**src/rtl/fsqrt_seq.sv**
```systemverilog
// Sequential single-precision square root: Newton-Raphson refinement of 1/sqrt(x)
// seeded from an external table, with all arithmetic on shared fmul/fsub units.
module fsqrt_seq #(
    parameter int unsigned ITER = 2
) (
    input  logic        clk,
    input  logic        rst,
    input  logic        in_valid,
    output logic        in_ready,
    input  logic [31:0] x,
    output logic        out_valid,
    input  logic        out_ready,
    output logic [31:0] y,
    output logic [31:0] init_x,
    input  logic [31:0] init_y,
    output logic        mul_req_valid,
    input  logic        mul_req_ready,
    output logic [31:0] mul_a,
    output logic [31:0] mul_b,
    input  logic        mul_resp_valid,
    input  logic [31:0] mul_resp,
    output logic        sub_req_valid,
    input  logic        sub_req_ready,
    output logic [31:0] sub_a,
    output logic [31:0] sub_b,
    input  logic        sub_resp_valid,
    input  logic [31:0] sub_resp
);
    localparam int unsigned W  = 32;
    localparam int unsigned EW = 8;
    localparam int unsigned CW = 2;
    localparam logic [W-1:0] QNAN      = 32'h7FC0_0000;
    localparam logic [W-1:0] POS_INF   = 32'h7F80_0000;
    localparam logic [W-1:0] THREE_HALF = 32'h3FC0_0000;

    typedef enum logic [2:0] {S_IDLE, S_BYPASS, S_INIT, S_ISSUE, S_WAIT, S_DONE} state_t;
    typedef enum logic [2:0] {OP_RR, OP_HT, OP_SUB, OP_RT, OP_XR} op_t;

    state_t        state_q, state_d;
    op_t           op_q, op_d;
    logic [CW-1:0] cnt_q, cnt_d;
    logic [W-1:0]  xr_q, xr_d, h_q, h_d, r_q, r_d, t_q, t_d, y_q, y_d;
    logic          in_ready_q, in_ready_d, out_valid_q, out_valid_d;
    logic          mul_req_valid_q, mul_req_valid_d, sub_req_valid_q, sub_req_valid_d;
    logic [W-1:0]  mul_a_q, mul_a_d, mul_b_q, mul_b_d, sub_a_q, sub_a_d, sub_b_q, sub_b_d;
    logic [EW-1:0] x_exp, xr_exp;

    assign x_exp  = x[30:23];
    assign xr_exp = xr_q[30:23];

    // Next-state, datapath and registered-output computation
    always_comb begin
        state_d         = state_q;
        op_d            = op_q;
        cnt_d           = cnt_q;
        xr_d            = xr_q;
        h_d             = h_q;
        r_d             = r_q;
        t_d             = t_q;
        y_d             = y_q;
        mul_a_d         = mul_a_q;
        mul_b_d         = mul_b_q;
        sub_a_d         = sub_a_q;
        sub_b_d         = sub_b_q;

        case (state_q)
            S_IDLE: begin
                if (in_valid) begin
                    xr_d    = x;
                    state_d = S_BYPASS;
                    if (x_exp == EW'(0)) begin
                        y_d = {x[31], 31'b0};
                    end else if (x[31]) begin
                        y_d = QNAN;
                    end else if (x_exp == {EW{1'b1}}) begin
                        y_d = (x[22:0] != 23'b0) ? QNAN : POS_INF;
                    end else begin
                        state_d = S_INIT;
                    end
                end
            end
            S_BYPASS, S_DONE: begin
                if (out_ready) begin
                    state_d = S_IDLE;
                end
            end
            S_INIT: begin
                r_d     = init_y;
                h_d     = (xr_exp == EW'(1)) ? W'(0) : {xr_q[31], xr_exp - EW'(1), xr_q[22:0]};
                cnt_d   = CW'(0);
                op_d    = OP_RR;
                state_d = S_ISSUE;
            end
            S_ISSUE: begin
                if ((op_q == OP_SUB) ? sub_req_ready : mul_req_ready) begin
                    state_d = S_WAIT;
                end
            end
            S_WAIT: begin
                if (op_q == OP_SUB) begin
                    if (sub_resp_valid) begin
                        t_d     = sub_resp;
                        op_d    = OP_RT;
                        state_d = S_ISSUE;
                    end
                end else if (mul_resp_valid) begin
                    state_d = S_ISSUE;
                    case (op_q)
                        OP_RR: begin
                            t_d  = mul_resp;
                            op_d = OP_HT;
                        end
                        OP_HT: begin
                            t_d  = mul_resp;
                            op_d = OP_SUB;
                        end
                        OP_RT: begin
                            r_d   = mul_resp;
                            cnt_d = cnt_q + CW'(1);
                            op_d  = (cnt_q == CW'(ITER - 1)) ? OP_XR : OP_RR;
                        end
                        default: begin
                            y_d     = mul_resp;
                            state_d = S_DONE;
                        end
                    endcase
                end
            end
            default: state_d = S_IDLE;
        endcase

        // Request channels are driven from the upcoming state so they line up with ISSUE
        in_ready_d      = (state_d == S_IDLE);
        out_valid_d     = (state_d == S_DONE) || (state_d == S_BYPASS);
        mul_req_valid_d = (state_d == S_ISSUE) && (op_d != OP_SUB);
        sub_req_valid_d = (state_d == S_ISSUE) && (op_d == OP_SUB);
        if (state_d == S_ISSUE) begin
            case (op_d)
                OP_RR: begin
                    mul_a_d = r_d;
                    mul_b_d = r_d;
                end
                OP_HT: begin
                    mul_a_d = h_d;
                    mul_b_d = t_d;
                end
                OP_SUB: begin
                    sub_a_d = THREE_HALF;
                    sub_b_d = t_d;
                end
                OP_RT: begin
                    mul_a_d = r_d;
                    mul_b_d = t_d;
                end
                default: begin
                    mul_a_d = xr_d;
                    mul_b_d = r_d;
                end
            endcase
        end
    end

    always_ff @(posedge clk) begin
        if (rst) begin
            state_q         <= S_IDLE;
            op_q            <= OP_RR;
            cnt_q           <= CW'(0);
            xr_q            <= W'(0);
            h_q             <= W'(0);
            r_q             <= W'(0);
            t_q             <= W'(0);
            y_q             <= W'(0);
            in_ready_q      <= 1'b1;
            out_valid_q     <= 1'b0;
            mul_req_valid_q <= 1'b0;
            sub_req_valid_q <= 1'b0;
            mul_a_q         <= W'(0);
            mul_b_q         <= W'(0);
            sub_a_q         <= W'(0);
            sub_b_q         <= W'(0);
        end else begin
            state_q         <= state_d;
            op_q            <= op_d;
            cnt_q           <= cnt_d;
            xr_q            <= xr_d;
            h_q             <= h_d;
            r_q             <= r_d;
            t_q             <= t_d;
            y_q             <= y_d;
            in_ready_q      <= in_ready_d;
            out_valid_q     <= out_valid_d;
            mul_req_valid_q <= mul_req_valid_d;
            sub_req_valid_q <= sub_req_valid_d;
            mul_a_q         <= mul_a_d;
            mul_b_q         <= mul_b_d;
            sub_a_q         <= sub_a_d;
            sub_b_q         <= sub_b_d;
        end
    end

    assign in_ready      = in_ready_q;
    assign out_valid     = out_valid_q;
    assign y             = y_q;
    assign init_x        = xr_q;
    assign mul_req_valid = mul_req_valid_q;
    assign mul_a         = mul_a_q;
    assign mul_b         = mul_b_q;
    assign sub_req_valid = sub_req_valid_q;
    assign sub_a         = sub_a_q;
    assign sub_b         = sub_b_q;

endmodule

```
**config.mk**
```make
export PLATFORM = sky130hd
export DESIGN_NAME = fsqrt_seq
export DESIGN_NICKNAME = d
export VERILOG_FILES = /design/src/rtl/fsqrt_seq.sv
export SDC_FILE = /design/constraint.sdc
export NUM_CORES = 1
export LEC_CHECK = 0
export ABC_CLOCK_PERIOD_IN_PS = 2610
export CORE_AREA = 8 8 166 168
export CTS_BUF_LIST = sky130_fd_sc_hd__clkbuf_8 sky130_fd_sc_hd__clkbuf_16
export CTS_CLUSTER_SIZE = 8
export DETAILED_ROUTE_END_ITERATION = 16
export DIE_AREA = 0 0 174 176
export HOLD_SLACK_MARGIN = 0.02
export PLACE_DENSITY = 0.79
export SKIP_LAST_GASP = 1
export SLEW_MARGIN = 10
export SYNTH_ARGS = -nofsm -noshare
export SYNTH_HDL_FRONTEND = slang
export SYNTH_SLANG_ARGS = --single-unit
```
**constraint.sdc**
```tcl
create_clock -name clk -period 2.61 [get_ports clk]
set_input_delay 0.3915 -clock clk [delete_from_list [all_inputs] [get_ports clk]]
set_output_delay 0.3915 -clock clk [all_outputs]
set_load 0.005 [all_outputs]
```
==> out/metrics.cfg <==
[critical_path]
rr_worst_depth = 7
startpoint_type = flip-flop
crit_path_start = state_q[0]
reg2reg_from = state_q[0]
r2r_end = sub_b[9]
crit_fanout = 43
cp.arrival_ns = 2.91
crit_type = flip-flop to flip-flop
worstPathRequired_ns = 3.02
end_kind = flip-flop
r2r_slack_ns = 0.11
cp-endpoint = sub_b[9]

[pwr]
max-vdd-ir-drop_uv = 449
p_leak_uw = 0.00597
p_per_area_nw_per_um2 = 634

[floorplan]
core_sq_um = 24800
die_y_um = 176
initial_utilization = 0.472
ioPinCount = 332
dieArea_sq_um = 30600
placementRows = 58
die_w_um = 174

[logic_synthesis]
async_flop_share = 0
synth_area_sq_um = 11700
avgSynthCellArea_sq_um = 8.15
synth_ff_type = dfxtp_1
ys_ff_latch = 269
synth_top_area_cell = dfxtp_1
ys_types = 62
yosys_warnings = 0
ys_seq_area_frac = 0.459
synthTopCellsByArea = dfxtp_1 (46%), nand2_1 (6.9%), a21oi_1 (5.7%)
synth_edf_count = 0
netlist.area_leader.share = 0.459
syn_inst = 1438

[finish]
fill_cells = 2074
nets = 1866
syn_to_final_growth_pct = 40.8
design_area_sq_um = 16500
drive_above_1_share = 0.0862

[global_route]
grt_pass1_wl_um = 65600
antenna_found_initial = 2
grt_pass1_vias = 11600
grt_use_total = 0.264
grt_overflow = 0
grt_max_degree = 106

[timing]
max-slew-margin-rel = 0.494
rsz0062_at_grt = no
hold_violations = 0
setup_slack_ns = 0.114
finalSetupViolCount = 0
fin_skew_ns = 0.00819
min_period_ns = 2.50
timing.final.crit_share = 0.956
hold_slack_ns = 0.447
finalMaxSlewViolations = 0
max_freq_ghz = 0.401
tightest_slew_ns = 0.758

[clock_tree]
cts_tree = done
clock_sinks = 269
cts_setup_buffers = 0
cts_buffer_depth = 3
clk_pin_slew_ns = 0.05
hold_buffers = 0
cts_resized = 0
htree_levels = 2
cts_buffers = 39
clock_latency_ns = 0.50
root_buffer = clkbuf_16

[routing]
drc_errors = 0
drt_first_pass_iters = 6
vias = 11800
dr.first_iter.drc_count = 1275
avgRoutedWirePerCell_um = 20.8
routed_wl_um = 42800
vias_per_cell = 5.72
ant_nets = 0

[placed_design]
post-place-ws_ns = -0.108
routabilityCongestion = 0.907
portBuffers = 307
dp_hpwl_um = 30700
placed_area_sq_um = 15500

[flow_run]
cap_violations = 0

[status]
status = finished clean

[worst_hold_path]
min_from = y[20]
min_path_type = flip-flop to flip-flop

==> registers in the layout, summed over array words and instances, names as in the netlist, 2 cells and up <==
register / count
h_q: 32
init_x: 32
mul_a: 32
mul_b: 32
r_q: 32
sub_b: 32
t_q: 32
y: 32
op_q: 3
state_q: 3
cnt_q: 2
==> critical path, stage by stage, from the launching register on <==
cell,delay (ns)
dfxtp_1,0.36
or3b_2,0.57
buf_4,0.34
a21oi_2,0.22
buf_12,0.23
o22ai_1,0.14
or3_1,0.40
a21oi_1,0.14
==> metal layers <==
metal	up-vias	wire (um)	track usage
li1	5569	-	-
met2	557	19500	0.414
met4	2	1500	0.104
met1	5559	17800	0.345
met3	94	3960	0.0671
met5	-	13	0
==> synth_stat cells (8+ instances only) <==
| cell type | instances |
|---|---|
| mux2i_1 | 34 |
| clkbuf_1 | 101 |
| nor2_1 | 169 |
| o22ai_1 | 33 |
| inv_1 | 8 |
| buf_4 | 35 |
| nor2b_1 | 34 |
| nor3_1 | 23 |
| a21oi_1 | 134 |
| nand3_1 | 54 |
| or3_1 | 32 |
| o21ai_0 | 30 |
| dfxtp_1 | 269 |
| buf_2 | 19 |
| nand2_1 | 216 |
| o22a_1 | 34 |
| o211ai_1 | 22 |
| a22oi_1 | 32 |
| a211oi_1 | 75 |
==> power breakdown <==
group          internal (uW)  switching, uW  total [uW]
clock network           2730           1680        4410
logic                    791            828        1620
registers               4310            115        4420
==> per-stage QoR <==
stage               power [uW]  setup TNS [ns]  utilization  instances
floorplan                 5240               0            -       1461
global placement          6070          -0.215        0.623       2016
finish                   10500               0        0.665       2059
detailed placement        6100          -0.731        0.623       2016
global route             10800               0        0.665       2059
CTS                      10500               0        0.664       2058
==> kinds of logic after synthesis <==
| kind of cell | synth area share |
|---|---|
| AO/OA/AOI/OAI | 0.218 |
| XOR/XNOR | 0.00512 |
| adder cells (fa/ha/maj) | 0.00320 |
| buffers and inverters | 0.0667 |
| flip-flops | 0.459 |
| multiplexers | 0.0300 |
| other | 0.000320 |
| AND/OR/NAND/NOR | 0.218 |
==> how the worst min path moves through the flow <==
stage | slack [ns] | depth (start not counted) | end
floorplan | 0.44 | 2 | r_q[30]
global placement | 0.44 | 2 | y[20]
detailed placement | 0.44 | 2 | y[2]
CTS | 0.45 | 2 | y[1]
global route | 0.47 | 2 | y[14]
finish | 0.45 | 2 | y[20]
==> cells in the final DEF, fill, tap and decap left out, types with 5 or more instances in the layout <==
master           Yosys  layout
o21ai_0             30      30
a211oi_1            75      75
nor3_1              23      21
o211ai_1            22      22
inv_1                8       8
dfxtp_1            269     269
mux2i_1             34      33
nor4_1               7       7
or3_1               32      32
nand2_1            216     216
buf_4               35      55
nor2_1             169     168
o31ai_1              5       5
a21oi_1            134     134
nor2b_1             34      34
o22ai_1             33      33
conb_1               1      24
a22oi_1             32      32
clkdlybuf4s50_1      0     306
nand3_1             54      54
clkbuf_16            0      41
buf_12               0      22
nand2b_1             6       5
o22a_1              34      34
==> layout make-up <==
class	count	area, sq um	share of cell area
Clock buffer	41	1030	0.0622
Timing Repair Buffer	384	3930	0.238
Antenna cell	1	2.50	0.000152
Multi-Input combinational cell	1025	5710	0.346
Inverter	8	30.0	0.00182
Tap cell	330	413	0.0250
Sequential cell	269	5390	0.326
Clock inverter	1	5.00	0.000303
Note: power is estimated with default switching activity, not from simulation.
